--- config.mk ---
export PLATFORM = sky130hd
export DESIGN_NAME = signed_div
export DESIGN_NICKNAME = d
export VERILOG_FILES = /design/src/rtl/fix_pkg.sv /design/src/rtl/div_step.sv /design/src/rtl/signed_div.sv
export SDC_FILE = /design/constraint.sdc
export NUM_CORES = 1
export LEC_CHECK = 0
export BUFFER_PORTS_ARGS = -buffer_cell sky130_fd_sc_hd__buf_2
export CAP_MARGIN = 10
export CORE_AREA = 5 5 167 169
export DETAILED_ROUTE_END_ITERATION = 10
export DIE_AREA = 0 0 172 174
export PLACE_DENSITY = 0.51
export SYNTH_ARGS = -nofsm -noshare
export SYNTH_HDL_FRONTEND = slang
export SYNTH_SLANG_ARGS = --single-unit
export TNS_END_PERCENT = 20
--- constraint.sdc ---
create_clock -name clk -period 3.5 [get_ports clk]
set_input_delay 0.35 -clock clk [delete_from_list [all_inputs] [get_ports clk]]
set_output_delay 0.35 -clock clk [all_outputs]
set_load 0.02 [all_outputs]
--- src/rtl/fix_pkg.sv ---
// ---------------------------------------------------------------------------
// fix_pkg: shared definitions for the 4.23 fixed-point datapath.
//   FIX_WIDTH / FIX_FRAC : default word width and fraction bits.
//   FIX_MAX / FIX_MIN    : saturation values (+7.99999988 / -8.0).
//   state_t              : control states for sequential operators.
// Used by the multiplier, divider and computation-node code.
// ---------------------------------------------------------------------------
package fix_pkg;

  localparam int FIX_WIDTH = 27;
  localparam int FIX_FRAC  = 23;

  localparam logic [FIX_WIDTH-1:0] FIX_MAX = 27'h3FF_FFFF;
  localparam logic [FIX_WIDTH-1:0] FIX_MIN = 27'h400_0000;

  typedef enum logic [1:0] {
    IDLE = 2'd0,
    RUN  = 2'd1,
    FIX  = 2'd2,
    DONE = 2'd3
  } state_t;

endpackage : fix_pkg

--- src/rtl/div_step.sv ---
// ---------------------------------------------------------------------------
// div_step: one combinational restoring-division step.
//   rem_i     : partial remainder before the step
//   divisor_i : unsigned divisor magnitude
//   bit_i     : next dividend bit shifted into the remainder
//   rem_o     : partial remainder after the step
//   q_o       : quotient bit produced by this step
// ---------------------------------------------------------------------------
module div_step #(
  parameter int RW = 28,  // remainder width
  parameter int DW = 27   // divisor width, DW <= RW
) (
  input  logic [RW-1:0] rem_i,
  input  logic [DW-1:0] divisor_i,
  input  logic          bit_i,
  output logic [RW-1:0] rem_o,
  output logic          q_o
);

  logic [RW:0]   shifted;
  logic [RW-1:0] diff;

  // NOTE: every output of a combinational block gets a value on every path
  // (here by straight-line assignment) so no latch is inferred.
  always_comb begin
    shifted = {rem_i, bit_i};
    q_o     = (shifted >= (RW+1)'(divisor_i));
    // When q_o is set the true difference is below the divisor, so the low
    // RW bits hold it exactly.
    diff    = shifted[RW-1:0] - RW'(divisor_i);
    rem_o   = q_o ? diff : shifted[RW-1:0];
  end

endmodule : div_step

--- src/rtl/signed_div.sv ---
// ---------------------------------------------------------------------------
// signed_div: sequential signed 4.23 fixed-point divider, quotient = a / b.
// One restoring step per clock, fixed latency, truncation toward zero,
// saturation on overflow and divide-by-zero.
//   clk      : rising-edge clock
//   reset_n  : synchronous active-low reset
//   start    : request, accepted only in IDLE or DONE
//   a, b     : signed dividend / divisor, latched on an accepted start
//   busy     : high during RUN and FIX
//   done     : one-cycle pulse when quotient/ovf/div0 are updated
//   quotient : signed 4.23 result, held until the next done
//   ovf      : |quotient| would reach 8.0; result saturated
//   div0     : divisor was zero; result saturated
// ---------------------------------------------------------------------------
module signed_div
  import fix_pkg::*;
#(
  parameter int WIDTH = FIX_WIDTH,
  parameter int FRAC  = FIX_FRAC
) (
  input  logic             clk,
  input  logic             reset_n,
  input  logic             start,
  input  logic [WIDTH-1:0] a,
  input  logic [WIDTH-1:0] b,
  output logic             busy,
  output logic             done,
  output logic [WIDTH-1:0] quotient,
  output logic             ovf,
  output logic             div0
);

  localparam int IW = WIDTH - 1 - FRAC;   // integer bits
  localparam int QW = WIDTH - 1;          // quotient magnitude bits / steps
  localparam int RW = WIDTH + 1;          // remainder width
  localparam int DW = WIDTH + FRAC;       // scaled dividend width
  localparam int CW = $clog2(QW);

  localparam logic [WIDTH-1:0] SAT_MAX = {1'b0, {(WIDTH-1){1'b1}}};
  localparam logic [WIDTH-1:0] SAT_MIN = {1'b1, {(WIDTH-1){1'b0}}};

  state_t state_q, state_d;

  // Operand preparation (used only on an accepted start).
  logic             accept;
  logic [WIDTH-1:0] a_abs, b_abs;
  logic [DW-1:0]    dividend;
  logic             ovf_pre_c;

  // Datapath registers.
  logic             sign_q, a_neg_q, div0_pre_q, ovf_pre_q;
  logic [WIDTH-1:0] b_abs_q;
  logic [RW-1:0]    rem_q;
  logic [QW-1:0]    shift_q;
  logic [QW-1:0]    mag_q;
  logic [CW-1:0]    cnt_q;

  logic [RW-1:0]    step_rem;
  logic             step_q;

  // Result registers.
  logic [WIDTH-1:0] quotient_q, quotient_d;
  logic             ovf_q, ovf_d, div0_q, div0_d;

  assign accept = start && (state_q == IDLE || state_q == DONE);

  // Magnitudes as unsigned WIDTH-bit values; -8.0 maps to 2^(WIDTH-1).
  always_comb begin
    a_abs     = a[WIDTH-1] ? -a : a;
    b_abs     = b[WIDTH-1] ? -b : b;
    dividend  = {a_abs, FRAC'(0)};
    // The quotient reaches 8.0 exactly when |a| >= |b| * 2^IW.
    ovf_pre_c = ({IW'(0), a_abs} >= {b_abs, IW'(0)});
  end

  div_step #(.RW(RW), .DW(WIDTH)) u_step (
    .rem_i     (rem_q),
    .divisor_i (b_abs_q),
    .bit_i     (shift_q[QW-1]),
    .rem_o     (step_rem),
    .q_o       (step_q)
  );

  // ---- FSM: state register ----
  // NOTE: sequential state is written with non-blocking assignments so every
  // register samples the pre-edge values regardless of statement order.
  always_ff @(posedge clk) begin
    if (!reset_n) state_q <= IDLE;
    else          state_q <= state_d;
  end

  // ---- FSM: next state ----
  always_comb begin
    state_d = state_q;
    unique case (state_q)
      IDLE:    if (start) state_d = RUN;
      RUN:     if (cnt_q == '0) state_d = FIX;
      FIX:     state_d = DONE;
      DONE:    state_d = start ? RUN : IDLE;
      default: state_d = IDLE;
    endcase
  end

  // ---- FSM: outputs ----
  always_comb begin
    busy = (state_q == RUN) || (state_q == FIX);
    done = (state_q == DONE);
  end

  // ---- Datapath ----
  // NOTE: these registers carry no reset: they are always loaded on an
  // accepted start before they are used, so their reset value is irrelevant.
  always_ff @(posedge clk) begin
    if (accept) begin
      sign_q     <= a[WIDTH-1] ^ b[WIDTH-1];
      a_neg_q    <= a[WIDTH-1];
      div0_pre_q <= (b == '0);
      ovf_pre_q  <= ovf_pre_c;
      b_abs_q    <= b_abs;
      rem_q      <= RW'(dividend[DW-1:WIDTH-1]);
      shift_q    <= dividend[WIDTH-2:0];
      mag_q      <= '0;
      cnt_q      <= CW'(WIDTH - 2);
    end else if (state_q == RUN) begin
      // Full step count always runs, even for div0/overflow, to keep latency fixed.
      rem_q   <= step_rem;
      shift_q <= {shift_q[QW-2:0], 1'b0};
      mag_q   <= {mag_q[QW-2:0], step_q};
      cnt_q   <= cnt_q - CW'(1);
    end
  end

  // Result rules applied in FIX.
  always_comb begin
    quotient_d = sign_q ? -{1'b0, mag_q} : {1'b0, mag_q};
    ovf_d      = 1'b0;
    div0_d     = 1'b0;
    if (div0_pre_q) begin
      quotient_d = a_neg_q ? SAT_MIN : SAT_MAX;
      div0_d     = 1'b1;
    end else if (ovf_pre_q) begin
      quotient_d = sign_q ? SAT_MIN : SAT_MAX;
      ovf_d      = 1'b1;
    end
  end

  always_ff @(posedge clk) begin
    if (!reset_n) begin
      quotient_q <= '0;
      ovf_q      <= 1'b0;
      div0_q     <= 1'b0;
    end else if (state_q == FIX) begin
      quotient_q <= quotient_d;
      ovf_q      <= ovf_d;
      div0_q     <= div0_d;
    end
  end

  assign quotient = quotient_q;
  assign ovf      = ovf_q;
  assign div0     = div0_q;

endmodule : signed_div

=== Yosys cells after proc, flatten, opt, wreduce, memory -nomap -nowiden ===
Index checks and enable logic that the tools add are counted.

* Input port bits: 57
* Flip-flop bits (word level): 124
* Output and inout port bits: 31

* Eq/ne operators: 5
* $add $sub $neg: 5
* Multiplexer cells: 19
* Order comparisons: 2
* Reductions and logical operators: 8
* Bitwise operators: 1

{| class="wikitable"
|+ Operators with widths
! cell !! count
|-
| $mux 27 || 7
|-
| $neg 27->27 || 2
|-
| $mux 26 || 2
|-
| $mux 24 || 2
|-
| $ge 27x30->1 || 1
|-
| $ge 29x27->1 || 1
|-
| $mux 28 || 1
|-
| $sub 28x27->28 || 1
|-
| $logic_not 27->1 || 1
|-
| $neg 26->27 || 1
|-
| $pmux 2 s4 || 1
|-
| $logic_not 5->1 || 1
|-
| $sub 5x1->5 const B || 1
|-
| $eq 2x2->1 const B || 2
|-
| $mux 1 || 4
|-
| $mux 2 || 2
|-
| $ne 2x2->1 const B || 2
|-
| $eq 2x1->1 const B || 1
|-
| $logic_not 2->1 || 1
|-
| $logic_or 1x1->1 || 2
|-
| $reduce_and 2->1 || 1
|-
| $reduce_bool 2->1 || 1
|-
| $logic_and 1x1->1 || 1
|-
| $xor 1x1->1 || 1
|}

=== Logic depth before layout (Yosys ltp) ===
* Depth after elaboration: 4
* Gate-level depth with buffers: 16
* Mapped depth without buffers: 16

=== Cells and area by module ===
A second synthesis with hierarchy kept.

* Cell total of the unflattened synthesis: 1072
* Area, all modules: 9102.5 um2

{| class="wikitable"
|+ By module, submodules not included
! module !! area an instance (um2) !! cells an instance !! times used
|-
| signed_div || 7145.6 || 769 || 1
|-
| div_step || 1956.9 || 303 || 1
|}

=== Worst setup path before layout ===
Ideal clock, no wire load.

* Path type: input port to flip-flop
* From: in b[4]
* To: reg ovf_pre_q, data pin
* Required time: 3232 ps
* Setup slack: -152 ps
* Library setup time: 267 ps
* Stages on the path: 16
* Data arrival time: 3384 ps
* Path through: or4_4 > nor4_4 > nand2_1 > or4_1 > clkbuf_1 > o31a_1 > xor2_1 > inv_1 > ha_1 > a21o_1 > a21o_1 > a21oi_1 > nand2_1 > a21oi_1 > a2111o_1 > a31oi_1

* Word-level cells in the longest chain between the ends: 3

{| class="wikitable"
|+ Ends and longest elaborated chain
! element !! RTL line !! source
|-
| start: declaration || signed_div.sv:25 || <nowiki>input logic [WIDTH-1:0] b,</nowiki>
|-
| $neg 27->27 || signed_div.sv:70 || <nowiki>b_abs = b[WIDTH-1] ? -b : b;</nowiki>
|-
| $mux 27 || signed_div.sv:70 ||
|-
| via b_abs[20] || signed_div.sv:46 || <nowiki>logic [WIDTH-1:0] a_abs, b_abs;</nowiki>
|-
| $ge 27x30->1 || signed_div.sv:73 || <nowiki>ovf_pre_c = ({IW'(0), a_abs} >= {b_abs, IW'(0)});</nowiki>
|-
| via ovf_pre_c || signed_div.sv:48 || <nowiki>logic ovf_pre_c;</nowiki>
|-
| end signal: assignment || signed_div.sv:118 || <nowiki>ovf_pre_q <= ovf_pre_c;</nowiki>
|-
| end: declaration || signed_div.sv:51 || <nowiki>logic sign_q, a_neg_q, div0_pre_q, ovf_pre_q;</nowiki>
|}

The timed path passes the listed nets, and every way through them passes these cells.
A chain may end at the register's enable or synchronous reset.

=== Final worst setup path ===
Same ends and word-level chain as after synthesis.

==> reports/qor.txt <==
Status - finished, final reports clean
Slack of the critical path - 0.0537 ns
Yosys Warn Count - 0
Synth Cell Area - 8970 µm²
Final WL - 23900 µm
Worst reg2reg path depth - 10
Num CTS Buffers - 17
Dpl ws - -0.458 ns
Max Slew Vio Count - 0
CP required - 3.67 ns
Clock Path Buffers - 2
Final setup viols - 0
Vias - 7988
Drt first pass iters - 4
Final Wtd Congestion - 0.836
Largest net degree at the start of global routing - 52
Critical path arrival - 3.61 ns
CTS tree - done
Fin crit period - 3.45 ns
Fin util - 41.2%
Pwr dens - 869 nW/µm²
Fmax - 0.290 GHz
Die width - 172 µm
Final hold slack - 0.269 ns
Total core area - 26400 µm²
Worst-path clk slew - 0.06 ns
Starting Density - 33.9%
DRC - 0
Hold/Removal Path Class - primary input to flip-flop
Mapped Cells - 1053
Global-route usage over all layers - 15.9%
Syn nets - 1171
Post-synth top area cell - edfxtp_1
Die height - 174 µm
Diodes inserted - 0
Clk_lat worst skew - 0.43 ns
H-tree Lvls - 4
Sink Count - 124
Die area - 29900 µm²
Starting DRT DRC Count - 448
Port Buf Inserts - 87
Slew headroom - 30.4%
Seq/Total Area, Yosys - 34.1%
Number of antenna violations at the first check in global routing - 0
Synth area leaders - edfxtp_1, dfxtp_1, ha_1
Worst slew pin tran - 1.04 ns
Peak supply drop - 0.000415 V
Metal1 wirelength - 11800 µm
Post-synth EDFFs - 58
# rows - 60
Top-area cell type share of the netlist area - 19.4%
WL per Instance - 15.6 µm
Hold Violations, Final - 0
Syn Area/Cell - 8.52 µm²
Number of global-route vias before repair - 7673
Global-route wire length before repair - 39100 µm
Worst Skew - 0.0143 ns
Pwr Total - 0.00946 W
CTS Root Cell - clkbuf_16
Met2 WL post-DR - 10700 µm
DR WL met3 - 975 µm
Setup slack, reg-to-reg - 0.35 ns
Period utilization - 98.5%
Final net count - 1295
CP Capture Type - flip-flop
Hold Buf Count CTS - 0
Top fanout value on the critical path - 4
Ratio of cells with drive above 1 in the final layout - 20.2%
RSZ-0062 raised after global routing - true
# IOs - 88
Crit path kind - primary input to flip-flop
Inst Count DP - 1499
DP Wirelength - 18100 µm
Asr flop ratio synth - 0%
Max-Cap Viols - 0
Synth cell types - 70
Post-CTS setup buffer count - 0
Post-DR vias/cell - 5.22
Fin cells - 1531
Startpoint Class - primary input
Static Leak - 4.62 nW
Total grt overflow - 0
Area grow syn2layout - 21.3%
Synth Register Bits - 124
Synth Flop Type - dfxtp_1
Top layer in use - met4
Worst Hold Depth - 2
Final ANT Viol Nets - 0
final cells by class:
cell class	count	area (µm²)
Inverter	72	270
Sequential cell	124	3060
Clock buffer	22	485
Clock inverter	10	87.6
Fill cell	2696	15500
Multi-Input combinational cell	798	5510
Tap cell	341	427
Timing Repair Buffer	164	1040
logic make-up after synthesis:
family / synth area share, %
and+or+nand+nor: 18.3
AOI/OAI and AO/OA: 22.5
buffers and inverters: 5.51
DFF: 34.1
xor gates and xnor gates: 6.83
adders and majority gates: 8.59
muxes: 4.13
worst max-delay path, cell delays in order:
cell and delay, ns:
buf_2 0.10, or4_4 0.55, nor4_4 0.37, nand2_2 0.13
or4_4 0.50, o31a_1 0.28, xor2_2 0.15, inv_1 0.09
ha_4 0.22, a21o_1 0.17, a21o_1 0.18, a21oi_2 0.14
nand2_1 0.07, a21oi_1 0.14, a2111o_1 0.11, a31oi_1 0.05
report_power, final:
| group | internal (W) | switching (W) | leakage [nW] |
|---|---|---|---|
| registers | 0.00215 | 0.000253 | 1.10 |
| clock network | 0.00105 | 0.000669 | 0.277 |
| logic | 0.00214 | 0.00320 | 3.25 |
worst paths after layout:
check                 end        start
max             ovf_pre_q         b[4]
min           b_abs_q[26]        b[25]
max reg2reg  quotient[24]     mag_q[0]
min reg2reg   quotient[7]  quotient[7]
flip-flops by register name, indices dropped and copies added, names as in the netlist:
signal,count
rem_q,28
b_abs_q,27
quotient,27
mag_q,26
cnt_q,5
shift_q,3
state_q,2
a_neg_q,1
div0,1
div0_pre_q,1
ovf,1
ovf_pre_q,1
sign_q,1
stage by stage:
stage	TNS [ns]	instance area, µm²
4_1_cts	0	10800
3_3_place_gp	-0.409	10200
2_1_floorplan	-0.145	8970
6_report	0	10900
3_5_place_dp	-0.458	10200
5_1_grt	-0.0715	10900
routing by layer:
layer	track usage [%]	vias up
met1	22.6	3698
met3	2.39	22
li1	-	4108
met5	0	-
met4	4.45	0
met2	25.0	160
what timing repair did:
item	4_1_cts	5_1_grt
setup endpoints to repair	1	1
pin swaps	0	3
gates resized for setup	1	12
synth_stat cells, types with 6 or more instances:
master / number
nor2_1: 114
nand2_1: 76
inv_1: 71
a21oi_1: 69
dfxtp_1: 66
o21ai_0: 64
ha_1: 60
edfxtp_1: 58
clkbuf_1: 52
xnor2_1: 39
mux2i_1: 37
xor2_1: 31
a31oi_1: 23
a21o_1: 21
nand3_1: 21
nor3_1: 18
o221a_2: 14
o31ai_1: 14
or4_1: 14
nand2b_1: 13
nand4_1: 13
o21a_1: 13
nor4_1: 11
a211oi_1: 10
nor2b_1: 10
o311ai_0: 8
or3_1: 7
nor3b_1: 6
o211ai_1: 6
o21bai_1: 6
o31a_1: 6
placed cells by master, fill, tap and decap left out, drive strengths merged, types with 14 or more instances in the layout:
cell    instances
a21o           21
or4            15
xnor2          39
clkbuf         22
nand2          77
dfxtp          66
a31oi          23
o221a          14
nor2          114
o21ai          65
inv            73
mux2i          37
o31ai          14
xor2           31
ha             60
buf           164
nand3          21
a21oi          69
edfxtp         58
nor3           18
No activity file was read; power rests on OpenSTA's default activity.
